## config.mk

```make
export PLATFORM = sky130hd
export DESIGN_NAME = id_ex_operand_stage_flat
export DESIGN_NICKNAME = d
export VERILOG_FILES = /design/src/rtl/riscv_pkg.sv /design/src/rtl/id_ex_operand_stage_if.sv /design/src/rtl/id_ex_operand_stage_fwd_mux.sv /design/src/rtl/id_ex_operand_stage.sv /design/src/flat_wrapper.sv
export SDC_FILE = /design/constraint.sdc
export NUM_CORES = 1
export LEC_CHECK = 0
export CORE_ASPECT_RATIO = 0.75
export CORE_UTILIZATION = 40
export DETAILED_ROUTE_END_ITERATION = 8
export DONT_BUFFER_PORTS = 1
export GPL_TIMING_DRIVEN = 0
export PLACE_DENSITY_LB_ADDON = 0.3
export SETUP_SLACK_MARGIN = 0.05
export SLEW_MARGIN = 30
export SYNTH_ARGS = -nofsm -noshare
export SYNTH_HDL_FRONTEND = slang
export SYNTH_SLANG_ARGS = --single-unit
```

## constraint.sdc

```tcl
create_clock -name clk -period 8.65 [get_ports clk]
set_clock_uncertainty 0.05 [all_clocks]
set_input_delay 1.73 -clock clk [delete_from_list [all_inputs] [get_ports clk]]
set_output_delay 1.73 -clock clk [all_outputs]
set_load 0.05 [all_outputs]
```

## src/rtl/riscv_pkg.sv

```systemverilog
// Shared constants and helpers for the ID/EX operand stage.
package riscv_pkg;

    localparam int unsigned XLEN       = 32;
    localparam int unsigned REG_ADDR_W = 5;

    localparam logic [6:0] FUNCT7_BASE = 7'b0000000;
    localparam logic [6:0] FUNCT7_ALT  = 7'b0100000;
    localparam logic [2:0] FUNCT3_SR   = 3'b101;

    typedef enum logic {
        A_SEL_RS1 = 1'b0,
        A_SEL_PC  = 1'b1
    } a_sel_e;

    typedef enum logic {
        B_SEL_RS2 = 1'b0,
        B_SEL_IMM = 1'b1
    } b_sel_e;

    // Immediate-form ops carry no real funct7; only shifts encode one, in imm[11:5].
    function automatic logic [6:0] alu_safe_funct7(
        input b_sel_e     b_sel,
        input logic [2:0] funct3,
        input logic [6:0] funct7,
        input logic [6:0] imm_11_5
    );
        logic [6:0] f7;
        f7 = funct7;
        if (b_sel == B_SEL_IMM) begin
            f7 = (funct3 == FUNCT3_SR) ? imm_11_5 : FUNCT7_BASE;
        end
        return f7;
    endfunction

endpackage

```

## src/rtl/id_ex_operand_stage_if.sv

```systemverilog
// Decode-side, hazard-side and ALU-side signals of the ID/EX operand stage.
interface id_ex_operand_stage_if #(
    parameter int unsigned XLEN       = riscv_pkg::XLEN,
    parameter int unsigned REG_ADDR_W = riscv_pkg::REG_ADDR_W
);
    logic                  stall;
    logic                  flush;
    logic                  id_valid;
    logic [XLEN-1:0]       id_pc;
    logic [XLEN-1:0]       id_rs1_data;
    logic [XLEN-1:0]       id_rs2_data;
    logic [XLEN-1:0]       id_imm;
    logic [REG_ADDR_W-1:0] id_rs1_addr;
    logic [REG_ADDR_W-1:0] id_rs2_addr;
    logic [REG_ADDR_W-1:0] id_rd_addr;
    logic [2:0]            id_funct3;
    logic [6:0]            id_funct7;
    logic                  id_a_sel;
    logic                  id_b_sel;
    logic                  id_rd_we;
    logic [REG_ADDR_W-1:0] exm_rd_addr;
    logic                  exm_rd_we;
    logic [XLEN-1:0]       exm_result;
    logic [REG_ADDR_W-1:0] mwb_rd_addr;
    logic                  mwb_rd_we;
    logic [XLEN-1:0]       mwb_data;
    logic [XLEN-1:0]       alu_a;
    logic [XLEN-1:0]       alu_b;
    logic [2:0]            alu_funct3;
    logic [6:0]            alu_funct7;
    logic                  ex_valid;
    logic [REG_ADDR_W-1:0] ex_rd_addr;
    logic                  ex_rd_we;
    logic [XLEN-1:0]       ex_store_data;

    modport master (
        output stall, flush, id_valid, id_pc, id_rs1_data, id_rs2_data, id_imm,
               id_rs1_addr, id_rs2_addr, id_rd_addr, id_funct3, id_funct7,
               id_a_sel, id_b_sel, id_rd_we,
               exm_rd_addr, exm_rd_we, exm_result, mwb_rd_addr, mwb_rd_we, mwb_data,
        input  alu_a, alu_b, alu_funct3, alu_funct7, ex_valid, ex_rd_addr,
               ex_rd_we, ex_store_data
    );

    modport slave (
        input  stall, flush, id_valid, id_pc, id_rs1_data, id_rs2_data, id_imm,
               id_rs1_addr, id_rs2_addr, id_rd_addr, id_funct3, id_funct7,
               id_a_sel, id_b_sel, id_rd_we,
               exm_rd_addr, exm_rd_we, exm_result, mwb_rd_addr, mwb_rd_we, mwb_data,
        output alu_a, alu_b, alu_funct3, alu_funct7, ex_valid, ex_rd_addr,
               ex_rd_we, ex_store_data
    );
endinterface

```

## src/rtl/id_ex_operand_stage_fwd_mux.sv

```systemverilog
// Per-source forwarding mux: EX/MEM beats MEM/WB, x0 is never forwarded.
module fwd_mux #(
    parameter int unsigned XLEN       = riscv_pkg::XLEN,
    parameter int unsigned REG_ADDR_W = riscv_pkg::REG_ADDR_W
) (
    input  logic [REG_ADDR_W-1:0] src_addr,
    input  logic                  exm_rd_we,
    input  logic [REG_ADDR_W-1:0] exm_rd_addr,
    input  logic [XLEN-1:0]       exm_result,
    input  logic                  mwb_rd_we,
    input  logic [REG_ADDR_W-1:0] mwb_rd_addr,
    input  logic [XLEN-1:0]       mwb_data,
    input  logic [XLEN-1:0]       reg_data,
    output logic [XLEN-1:0]       fwd_data
);
    // Pick the youngest in-flight producer of src, else the register-file value.
    always_comb begin
        fwd_data = reg_data;
        if (src_addr != '0) begin
            if (exm_rd_we && (exm_rd_addr == src_addr)) begin
                fwd_data = exm_result;
            end else if (mwb_rd_we && (mwb_rd_addr == src_addr)) begin
                fwd_data = mwb_data;
            end
        end
    end
endmodule

```

## src/rtl/id_ex_operand_stage.sv

```systemverilog
// ID/EX pipeline register with operand forwarding feeding the ALU.
module id_ex_operand_stage #(
    parameter int unsigned XLEN       = riscv_pkg::XLEN,
    parameter int unsigned REG_ADDR_W = riscv_pkg::REG_ADDR_W
) (
    input  logic                  clk,
    input  logic                  rst,
    id_ex_operand_stage_if.slave  bus
);
    import riscv_pkg::*;

    logic                  valid_q,    valid_d;
    logic [XLEN-1:0]       pc_q,       pc_d;
    logic [XLEN-1:0]       rs1_data_q, rs1_data_d;
    logic [XLEN-1:0]       rs2_data_q, rs2_data_d;
    logic [XLEN-1:0]       imm_q,      imm_d;
    logic [REG_ADDR_W-1:0] rs1_addr_q, rs1_addr_d;
    logic [REG_ADDR_W-1:0] rs2_addr_q, rs2_addr_d;
    logic [REG_ADDR_W-1:0] rd_addr_q,  rd_addr_d;
    logic [2:0]            funct3_q,   funct3_d;
    logic [6:0]            funct7_q,   funct7_d;
    a_sel_e                a_sel_q,    a_sel_d;
    b_sel_e                b_sel_q,    b_sel_d;
    logic                  rd_we_q,    rd_we_d;

    logic [XLEN-1:0]       fwd_rs1;
    logic [XLEN-1:0]       fwd_rs2;

    // Next register contents: flush beats stall beats normal capture.
    always_comb begin
        valid_d    = valid_q;
        pc_d       = pc_q;
        rs1_data_d = rs1_data_q;
        rs2_data_d = rs2_data_q;
        imm_d      = imm_q;
        rs1_addr_d = rs1_addr_q;
        rs2_addr_d = rs2_addr_q;
        rd_addr_d  = rd_addr_q;
        funct3_d   = funct3_q;
        funct7_d   = funct7_q;
        a_sel_d    = a_sel_q;
        b_sel_d    = b_sel_q;
        rd_we_d    = rd_we_q;
        if (bus.flush) begin
            valid_d    = 1'b0;
            pc_d       = '0;
            rs1_data_d = '0;
            rs2_data_d = '0;
            imm_d      = '0;
            rs1_addr_d = '0;
            rs2_addr_d = '0;
            rd_addr_d  = '0;
            funct3_d   = '0;
            funct7_d   = '0;
            a_sel_d    = A_SEL_RS1;
            b_sel_d    = B_SEL_RS2;
            rd_we_d    = 1'b0;
        end else if (!bus.stall) begin
            valid_d    = bus.id_valid;
            pc_d       = bus.id_pc;
            rs1_data_d = bus.id_rs1_data;
            rs2_data_d = bus.id_rs2_data;
            imm_d      = bus.id_imm;
            rs1_addr_d = bus.id_rs1_addr;
            rs2_addr_d = bus.id_rs2_addr;
            rd_addr_d  = bus.id_rd_addr;
            funct3_d   = bus.id_funct3;
            funct7_d   = alu_safe_funct7(b_sel_e'(bus.id_b_sel), bus.id_funct3,
                                         bus.id_funct7, bus.id_imm[11:5]);
            a_sel_d    = a_sel_e'(bus.id_a_sel);
            b_sel_d    = b_sel_e'(bus.id_b_sel);
            rd_we_d    = bus.id_rd_we;
        end
    end

    // ID/EX register bank with asynchronous clear.
    always_ff @(posedge clk or posedge rst) begin
        if (rst) begin
            valid_q    <= 1'b0;
            pc_q       <= '0;
            rs1_data_q <= '0;
            rs2_data_q <= '0;
            imm_q      <= '0;
            rs1_addr_q <= '0;
            rs2_addr_q <= '0;
            rd_addr_q  <= '0;
            funct3_q   <= '0;
            funct7_q   <= '0;
            a_sel_q    <= A_SEL_RS1;
            b_sel_q    <= B_SEL_RS2;
            rd_we_q    <= 1'b0;
        end else begin
            valid_q    <= valid_d;
            pc_q       <= pc_d;
            rs1_data_q <= rs1_data_d;
            rs2_data_q <= rs2_data_d;
            imm_q      <= imm_d;
            rs1_addr_q <= rs1_addr_d;
            rs2_addr_q <= rs2_addr_d;
            rd_addr_q  <= rd_addr_d;
            funct3_q   <= funct3_d;
            funct7_q   <= funct7_d;
            a_sel_q    <= a_sel_d;
            b_sel_q    <= b_sel_d;
            rd_we_q    <= rd_we_d;
        end
    end

    fwd_mux #(.XLEN(XLEN), .REG_ADDR_W(REG_ADDR_W)) u_fwd_rs1 (
        .src_addr    (rs1_addr_q),
        .exm_rd_we   (bus.exm_rd_we),
        .exm_rd_addr (bus.exm_rd_addr),
        .exm_result  (bus.exm_result),
        .mwb_rd_we   (bus.mwb_rd_we),
        .mwb_rd_addr (bus.mwb_rd_addr),
        .mwb_data    (bus.mwb_data),
        .reg_data    (rs1_data_q),
        .fwd_data    (fwd_rs1)
    );

    fwd_mux #(.XLEN(XLEN), .REG_ADDR_W(REG_ADDR_W)) u_fwd_rs2 (
        .src_addr    (rs2_addr_q),
        .exm_rd_we   (bus.exm_rd_we),
        .exm_rd_addr (bus.exm_rd_addr),
        .exm_result  (bus.exm_result),
        .mwb_rd_we   (bus.mwb_rd_we),
        .mwb_rd_addr (bus.mwb_rd_addr),
        .mwb_data    (bus.mwb_data),
        .reg_data    (rs2_data_q),
        .fwd_data    (fwd_rs2)
    );

    // Operand selection and output qualification stay combinational after the register.
    always_comb begin
        bus.alu_a         = (a_sel_q == A_SEL_PC)  ? pc_q  : fwd_rs1;
        bus.alu_b         = (b_sel_q == B_SEL_IMM) ? imm_q : fwd_rs2;
        bus.alu_funct3    = funct3_q;
        bus.alu_funct7    = funct7_q;
        bus.ex_valid      = valid_q;
        bus.ex_rd_addr    = rd_addr_q;
        bus.ex_rd_we      = rd_we_q & valid_q;
        bus.ex_store_data = fwd_rs2;
    end
endmodule

```

## src/flat_wrapper.sv

```systemverilog
// flat-port wrapper written by rule: the top's interface ports become plain ports
module id_ex_operand_stage_flat import riscv_pkg::*;
#(
    parameter int unsigned XLEN       = riscv_pkg::XLEN,
    parameter int unsigned REG_ADDR_W = riscv_pkg::REG_ADDR_W
)
  (clk, rst, bus_stall, bus_flush, bus_id_valid, bus_id_pc, bus_id_rs1_data, bus_id_rs2_data, bus_id_imm, bus_id_rs1_addr, bus_id_rs2_addr, bus_id_rd_addr, bus_id_funct3, bus_id_funct7, bus_id_a_sel, bus_id_b_sel, bus_id_rd_we, bus_exm_rd_addr, bus_exm_rd_we, bus_exm_result, bus_mwb_rd_addr, bus_mwb_rd_we, bus_mwb_data, bus_alu_a, bus_alu_b, bus_alu_funct3, bus_alu_funct7, bus_ex_valid, bus_ex_rd_addr, bus_ex_rd_we, bus_ex_store_data);
  id_ex_operand_stage_if #(.XLEN(XLEN), .REG_ADDR_W(REG_ADDR_W)) bus_i ();
  input  logic clk;
  input  logic rst;
  input wire logic [$bits(bus_i.stall)-1:0] bus_stall;
  input wire logic [$bits(bus_i.flush)-1:0] bus_flush;
  input wire logic [$bits(bus_i.id_valid)-1:0] bus_id_valid;
  input wire logic [$bits(bus_i.id_pc)-1:0] bus_id_pc;
  input wire logic [$bits(bus_i.id_rs1_data)-1:0] bus_id_rs1_data;
  input wire logic [$bits(bus_i.id_rs2_data)-1:0] bus_id_rs2_data;
  input wire logic [$bits(bus_i.id_imm)-1:0] bus_id_imm;
  input wire logic [$bits(bus_i.id_rs1_addr)-1:0] bus_id_rs1_addr;
  input wire logic [$bits(bus_i.id_rs2_addr)-1:0] bus_id_rs2_addr;
  input wire logic [$bits(bus_i.id_rd_addr)-1:0] bus_id_rd_addr;
  input wire logic [$bits(bus_i.id_funct3)-1:0] bus_id_funct3;
  input wire logic [$bits(bus_i.id_funct7)-1:0] bus_id_funct7;
  input wire logic [$bits(bus_i.id_a_sel)-1:0] bus_id_a_sel;
  input wire logic [$bits(bus_i.id_b_sel)-1:0] bus_id_b_sel;
  input wire logic [$bits(bus_i.id_rd_we)-1:0] bus_id_rd_we;
  input wire logic [$bits(bus_i.exm_rd_addr)-1:0] bus_exm_rd_addr;
  input wire logic [$bits(bus_i.exm_rd_we)-1:0] bus_exm_rd_we;
  input wire logic [$bits(bus_i.exm_result)-1:0] bus_exm_result;
  input wire logic [$bits(bus_i.mwb_rd_addr)-1:0] bus_mwb_rd_addr;
  input wire logic [$bits(bus_i.mwb_rd_we)-1:0] bus_mwb_rd_we;
  input wire logic [$bits(bus_i.mwb_data)-1:0] bus_mwb_data;
  output wire logic [$bits(bus_i.alu_a)-1:0] bus_alu_a;
  output wire logic [$bits(bus_i.alu_b)-1:0] bus_alu_b;
  output wire logic [$bits(bus_i.alu_funct3)-1:0] bus_alu_funct3;
  output wire logic [$bits(bus_i.alu_funct7)-1:0] bus_alu_funct7;
  output wire logic [$bits(bus_i.ex_valid)-1:0] bus_ex_valid;
  output wire logic [$bits(bus_i.ex_rd_addr)-1:0] bus_ex_rd_addr;
  output wire logic [$bits(bus_i.ex_rd_we)-1:0] bus_ex_rd_we;
  output wire logic [$bits(bus_i.ex_store_data)-1:0] bus_ex_store_data;
  assign bus_i.stall = bus_stall;
  assign bus_i.flush = bus_flush;
  assign bus_i.id_valid = bus_id_valid;
  assign bus_i.id_pc = bus_id_pc;
  assign bus_i.id_rs1_data = bus_id_rs1_data;
  assign bus_i.id_rs2_data = bus_id_rs2_data;
  assign bus_i.id_imm = bus_id_imm;
  assign bus_i.id_rs1_addr = bus_id_rs1_addr;
  assign bus_i.id_rs2_addr = bus_id_rs2_addr;
  assign bus_i.id_rd_addr = bus_id_rd_addr;
  assign bus_i.id_funct3 = bus_id_funct3;
  assign bus_i.id_funct7 = bus_id_funct7;
  assign bus_i.id_a_sel = bus_id_a_sel;
  assign bus_i.id_b_sel = bus_id_b_sel;
  assign bus_i.id_rd_we = bus_id_rd_we;
  assign bus_i.exm_rd_addr = bus_exm_rd_addr;
  assign bus_i.exm_rd_we = bus_exm_rd_we;
  assign bus_i.exm_result = bus_exm_result;
  assign bus_i.mwb_rd_addr = bus_mwb_rd_addr;
  assign bus_i.mwb_rd_we = bus_mwb_rd_we;
  assign bus_i.mwb_data = bus_mwb_data;
  assign bus_alu_a = bus_i.alu_a;
  assign bus_alu_b = bus_i.alu_b;
  assign bus_alu_funct3 = bus_i.alu_funct3;
  assign bus_alu_funct7 = bus_i.alu_funct7;
  assign bus_ex_valid = bus_i.ex_valid;
  assign bus_ex_rd_addr = bus_i.ex_rd_addr;
  assign bus_ex_rd_we = bus_i.ex_rd_we;
  assign bus_ex_store_data = bus_i.ex_store_data;
  id_ex_operand_stage #(.XLEN(XLEN), .REG_ADDR_W(REG_ADDR_W)) u_core (.clk(clk), .rst(rst), .bus(bus_i));
endmodule
```

* Word level (Yosys, flattened, before mapping) *
Cells that the tools add are included.

operators by class
  $add $sub $neg = 0
  $mul = 0
  div/mod/pow operators = 0
  $lt $le $gt $ge = 0
  eq/ne operators = 6
  shift-type cells = 0
  mux-type cells = 36
  bitwise gates (word level) = 1
  reduce and logical (&&, ||, !) cells = 6

operator list
  kind                  number
  $mux W32              16
  $mux W5               6
  $mux W7               4
  $eq A5 B5 Y1          4
  $reduce_bool A5 Y1    2
  $mux W1               8
  $mux W3               2
  $logic_and A1 B1 Y1   4
  $eq A3 B3 Y1 const B  1
  $ne A2 B1 Y1 const B  1
  $and A1 B1 Y1         1

storage, ports and cells
  bits in registers = 157
  bits in latches = 0
  bits in writable memories = 0
  bits in read-only memories = 0
  memories kept = 0

* Logic depth before layout (Yosys ltp) *
  depth in word-level cells = 6
  mapped depth = 7

* By module *
From an unflattened synthesis, not the netlist that was laid out.

unflattened totals
  cell total of the unflattened synthesis = 780
  area, all modules = 9072.5 µm²

by module, submodules not included
  module               times used  cells each  area each (µm²)  sequential area each (µm²)
  id_ex_operand_stage  1           584         7228.2           3928.8
  fwd_mux              2           98          922.1            0.0

* Worst setup path after synthesis *
Ideal clock, no wire load.

  kind = in2out
  start point = input port bus_exm_rd_addr[0]
  end point = output port bus_alu_b[10]
  arrival time = 3621 ps
  slack = 3249 ps
  cell stages on the path = 6
  buffers on the path = 1
  cell sequence = xor2_1 -> nor4_2 -> nand3_4 -> buf_6 -> mux2i_2 -> a21oi_1

between the ends
  longest elaborated chain between the ends = 5

ends and longest elaborated chain
  item                 line                               RTL
  start: declaration   flat_wrapper.sv:26                 input wire logic [$bits(bus_i.exm_rd_addr)-1:0] bus_exm_rd_addr;
  $eq A5 B5 Y1         id_ex_operand_stage_fwd_mux.sv:20  if (exm_rd_we && (exm_rd_addr == src_addr)) begin
  $logic_and A1 B1 Y1  id_ex_operand_stage_fwd_mux.sv:20
  $mux W32             id_ex_operand_stage_fwd_mux.sv:20
  $mux W32             id_ex_operand_stage_fwd_mux.sv:19  if (src_addr != '0) begin
  $mux W32             id_ex_operand_stage.sv:136         bus.alu_b = (b_sel_q == B_SEL_IMM) ? imm_q : fwd_rs2;
  end: declaration     flat_wrapper.sv:33                 output wire logic [$bits(bus_i.alu_b)-1:0] bus_alu_b;

No other way between the ends.

* Worst setup path in the final report *
  start point = input port bus_mwb_rd_addr[0]
  end point = output port bus_alu_b[12]

between the ends
  longest elaborated chain between the ends = 6

ends and longest elaborated chain
  item                 line                               RTL
  start: declaration   flat_wrapper.sv:29                 input wire logic [$bits(bus_i.mwb_rd_addr)-1:0] bus_mwb_rd_addr;
  $eq A5 B5 Y1         id_ex_operand_stage_fwd_mux.sv:22  end else if (mwb_rd_we && (mwb_rd_addr == src_addr)) begin
  $logic_and A1 B1 Y1  id_ex_operand_stage_fwd_mux.sv:22
  $mux W32             id_ex_operand_stage_fwd_mux.sv:22
  $mux W32             id_ex_operand_stage_fwd_mux.sv:20
  $mux W32             id_ex_operand_stage_fwd_mux.sv:19
  $mux W32             id_ex_operand_stage.sv:136

No other way between the ends.

==> flow_metrics.env <==
export IMPL_path_clk_slew_ns=0.07
export IMPL_drt_iter0_markers=467
export IMPL_pre_cts_ws_ns=2.75
export IMPL_ys_flop_type="dfrtp_1"
export IMPL_yosysMostFrequentCell="mux2i_1"
export IMPL_cpMaxStageDelayCell="a21oi_1"
export IMPL_synth_area_um2=10100
export IMPL_drt_wl_total_um=36100
export IMPL_drc_errors=0
export IMPL_cts_root_buf="clkbuf_16"
export IMPL_layoutNonFillerInstCount=1351
export IMPL_crit_fanout=10
export IMPL_cts_inserted_buffers=17
export IMPL_drv_cap=0
export IMPL_die_area_um2=26000
export IMPL_antenna_found_initial=2
export IMPL_tightest_slew_ns=1.05
export IMPL_reg2reg_depth=5
export IMPL_avgRoutedWirePerCell_um=26.7
export IMPL_critPathLaunch="bus_mwb_rd_addr[0]"
export IMPL_htreeDepth=4
export IMPL_fin_util_pct=46.0
export IMPL_seq_area_frac_synth_pct=38.8
export IMPL_io_pins=350
export IMPL_postSynth_asyncResetShare_pct=100
export IMPL_setup_tns_ns=0
export IMPL_cts_resized=0
export IMPL_crit_cells=7
export IMPL_yosys_area_top_type="dfrtp_1"
export IMPL_worst_slack_ns=2.70
export IMPL_crit_path_max_incr_delay_ns=0.81
export IMPL_slew_headroom_pct=30.1
export IMPL_required_ns=6.87
export IMPL_design_power_total_mw=2.16
export IMPL_critPathTopFamily="compound AO/OA/AOI/OAI gates"
export IMPL_maxSlewViolCount=0
export IMPL_crit_type="primary input to primary output"
export IMPL_dp_hpwl_um=28300
export IMPL_dp_cells=1318
export IMPL_areaGrowthSynthToFinish_pct=13.0
export IMPL_std_cell_rows=50
export IMPL_worstSetupEndpoint="bus_alu_b[12]"
export IMPL_syn_nets=1216
export IMPL_place_congestion=0.851
export IMPL_first_global_vias=7860
export IMPL_grt_pass1_wl_um=51600
export IMPL_grt_max_degree=81
export IMPL_die_h_um=140
export IMPL_drive_gt1_share_pct=22.5
export IMPL_rsz0062_at_grt="no"
export IMPL_peakVddDrop_v=0.000130
export IMPL_reg2reg_to="u_core.b_sel_q"
export IMPL_grtUsageTotal_pct=27.5
export IMPL_ctsHoldBuffers=0
export IMPL_dpl_instance_area_um2=10800
export IMPL_cp_start_kind="primary input"
export IMPL_tritoncts="yes"
export IMPL_layout_min_cycle_time_ns=5.95
export IMPL_fmax_mhz=168
export IMPL_cts_setup_buffers=0
export IMPL_synth_common_cells="mux2i_1 (246), nor2_1 (170), dfrtp_1 (157)"
export IMPL_design_area_um2=11500
export IMPL_ys_top_cells_by_area="dfrtp_1 (39%), mux2i_1 (24%), nor2_1 (6.3%)"
export IMPL_antenna_left=0
export IMPL_status="complete, no violations"
export IMPL_synth_top_area_share_pct=38.8
export IMPL_r2r_slack_ns=6.38
export IMPL_crit_buf_inv=2
export IMPL_num_nets_final=1236
export IMPL_vias=7770
export IMPL_ys_types=44
export IMPL_io_buffers=0
export IMPL_setup_viol_count_final=0
export IMPL_p_int_mw=1.40
export IMPL_clk_path_buf_depth=2
export IMPL_critPathArrivalTime_ns=4.17
export IMPL_yosys_warnings=0
export IMPL_synth_area_per_cell_um2=10.4
export IMPL_fin_crit_sh_pct=68.7
export IMPL_ys_ff_latch=157
export IMPL_synth_edf_count=0
export IMPL_die_w_um=186
export IMPL_p_comb_share_pct=25.2
export IMPL_leakage_nw=5.15
export IMPL_core_um2=24900
export IMPL_p_sw_share_pct=35.4
export IMPL_clockPowerShare_pct=36.9
export IMPL_initial_core_util_pct=40.7
export IMPL_power_density_nw_per_um2=189
export IMPL_cts_sinks=157
export IMPL_r2r_start="u_core.b_sel_q"
export IMPL_end_kind="primary output"
export IMPL_clkLatencyLatePin_ns=0.43
export IMPL_pwr_share_seq_pct=37.9
export IMPL_vias_per_cell=5.75
export IMPL_drt_pass1_iter_count=5
export IMPL_hold_class="flip-flop to flip-flop"
export IMPL_overflow=0
export IMPL_path_cells="xor2_1 -> nor3_4 -> and3_1 -> clkbuf_1 -> buf_2 -> o31ai_1 -> a21oi_1"
export IMPL_final_hold_viol_count=0
export IMPL_switchingPower_mw=0.766
export IMPL_syn_inst=979
export IMPL_fin_hold_ws_ns=0.470
[worst min path at each step]
stage                          startpoint                     to  slack, ns  depth (start not counted)
finish                    u_core.imm_q[7]        u_core.imm_q[7]       0.47                          2
global route              u_core.pc_q[12]        u_core.pc_q[12]       0.49                          2
CTS                       u_core.imm_q[7]        u_core.imm_q[7]       0.48                          2
detailed placement  u_core.rs1_data_q[26]  u_core.rs1_data_q[26]       0.46                          2
global placement    u_core.rs1_data_q[30]  u_core.rs1_data_q[30]       0.45                          2
floorplan                  u_core.rd_we_q         u_core.rd_we_q       0.43                          2
[cells by family after synthesis]
family | synth area share (%)
buffers and inverters | 5.92
multiplexers | 28.4
AND/OR/NAND/NOR | 12.8
XOR/XNOR | 1.73
flip-flops | 38.8
AO/OA/AOI/OAI | 12.3
[worst min-delay path, stage by stage (launching register included)]
cell and delay [ns]:
dfrtp_1 0.34, mux2i_1 0.07, nor2_1 0.07
[final cells by class]
class,instances,area (um^2)
Sequential cell,157,3930
Multi-Input combinational cell,701,5850
Inverter,34,135
Buffer,87,473
Fill cell,2428,13400
Clock inverter,10,128
Tap cell,338,423
Antenna cell,1,2.50
Clock buffer,22,484
Timing Repair Buffer,1,27.5
[registers in the layout (all words and copies together), names as in the netlist, 3 cells and up]
signal and flops:
u_core.bus.alu_funct3 3, u_core.rs1_data_q 32, u_core.pc_q 32, u_core.rs2_addr_q 5, u_core.bus.alu_funct7 7, u_core.bus.ex_rd_addr 5
u_core.rs1_addr_q 5, u_core.rs2_data_q 32, u_core.imm_q 32
[cell usage in the layout (no fill, tap or decap), types with 3 or more instances in the layout]
master / count
xor2_1: 13
buf_6: 6
dfrtp_1: 157
clkbuf_1: 40
inv_6: 3
nand4b_1: 31
o31ai_1: 31
a21oi_1: 17
a21oi_2: 29
xnor2_1: 7
or2_2: 31
mux2i_2: 60
clkinv_4: 3
buf_4: 9
inv_1: 33
buf_2: 15
buf_1: 13
a2bb2oi_1: 31
clkbuf_16: 17
mux2i_1: 215
nor2_1: 170
nor2b_1: 7
a2bb2oi_2: 31
clkbuf_8: 8
and3_1: 3
[power by group through the flow]
stage          combinational (mW)  sequential, mW  clock (mW)
2_1_floorplan               0.433           0.822           0
3_3_place_gp                0.516           0.832           0
3_5_place_dp                0.545           0.833           0
4_1_cts                     0.546           0.819       0.813
5_1_grt                     0.576           0.824       0.841
6_report                    0.544           0.820       0.798
[layer usage]
metal | part of all wire (%) | GRT usage (%) | wire, um
met3 | 9.1 | 9.24 | 3280
met1 | 44 | 36.3 | 15900
met4 | 1.3 | 6.26 | 468
met2 | 46 | 43.5 | 16400
met5 | 0.036 | 0 | 13
Power figures use the tool's default switching activity.
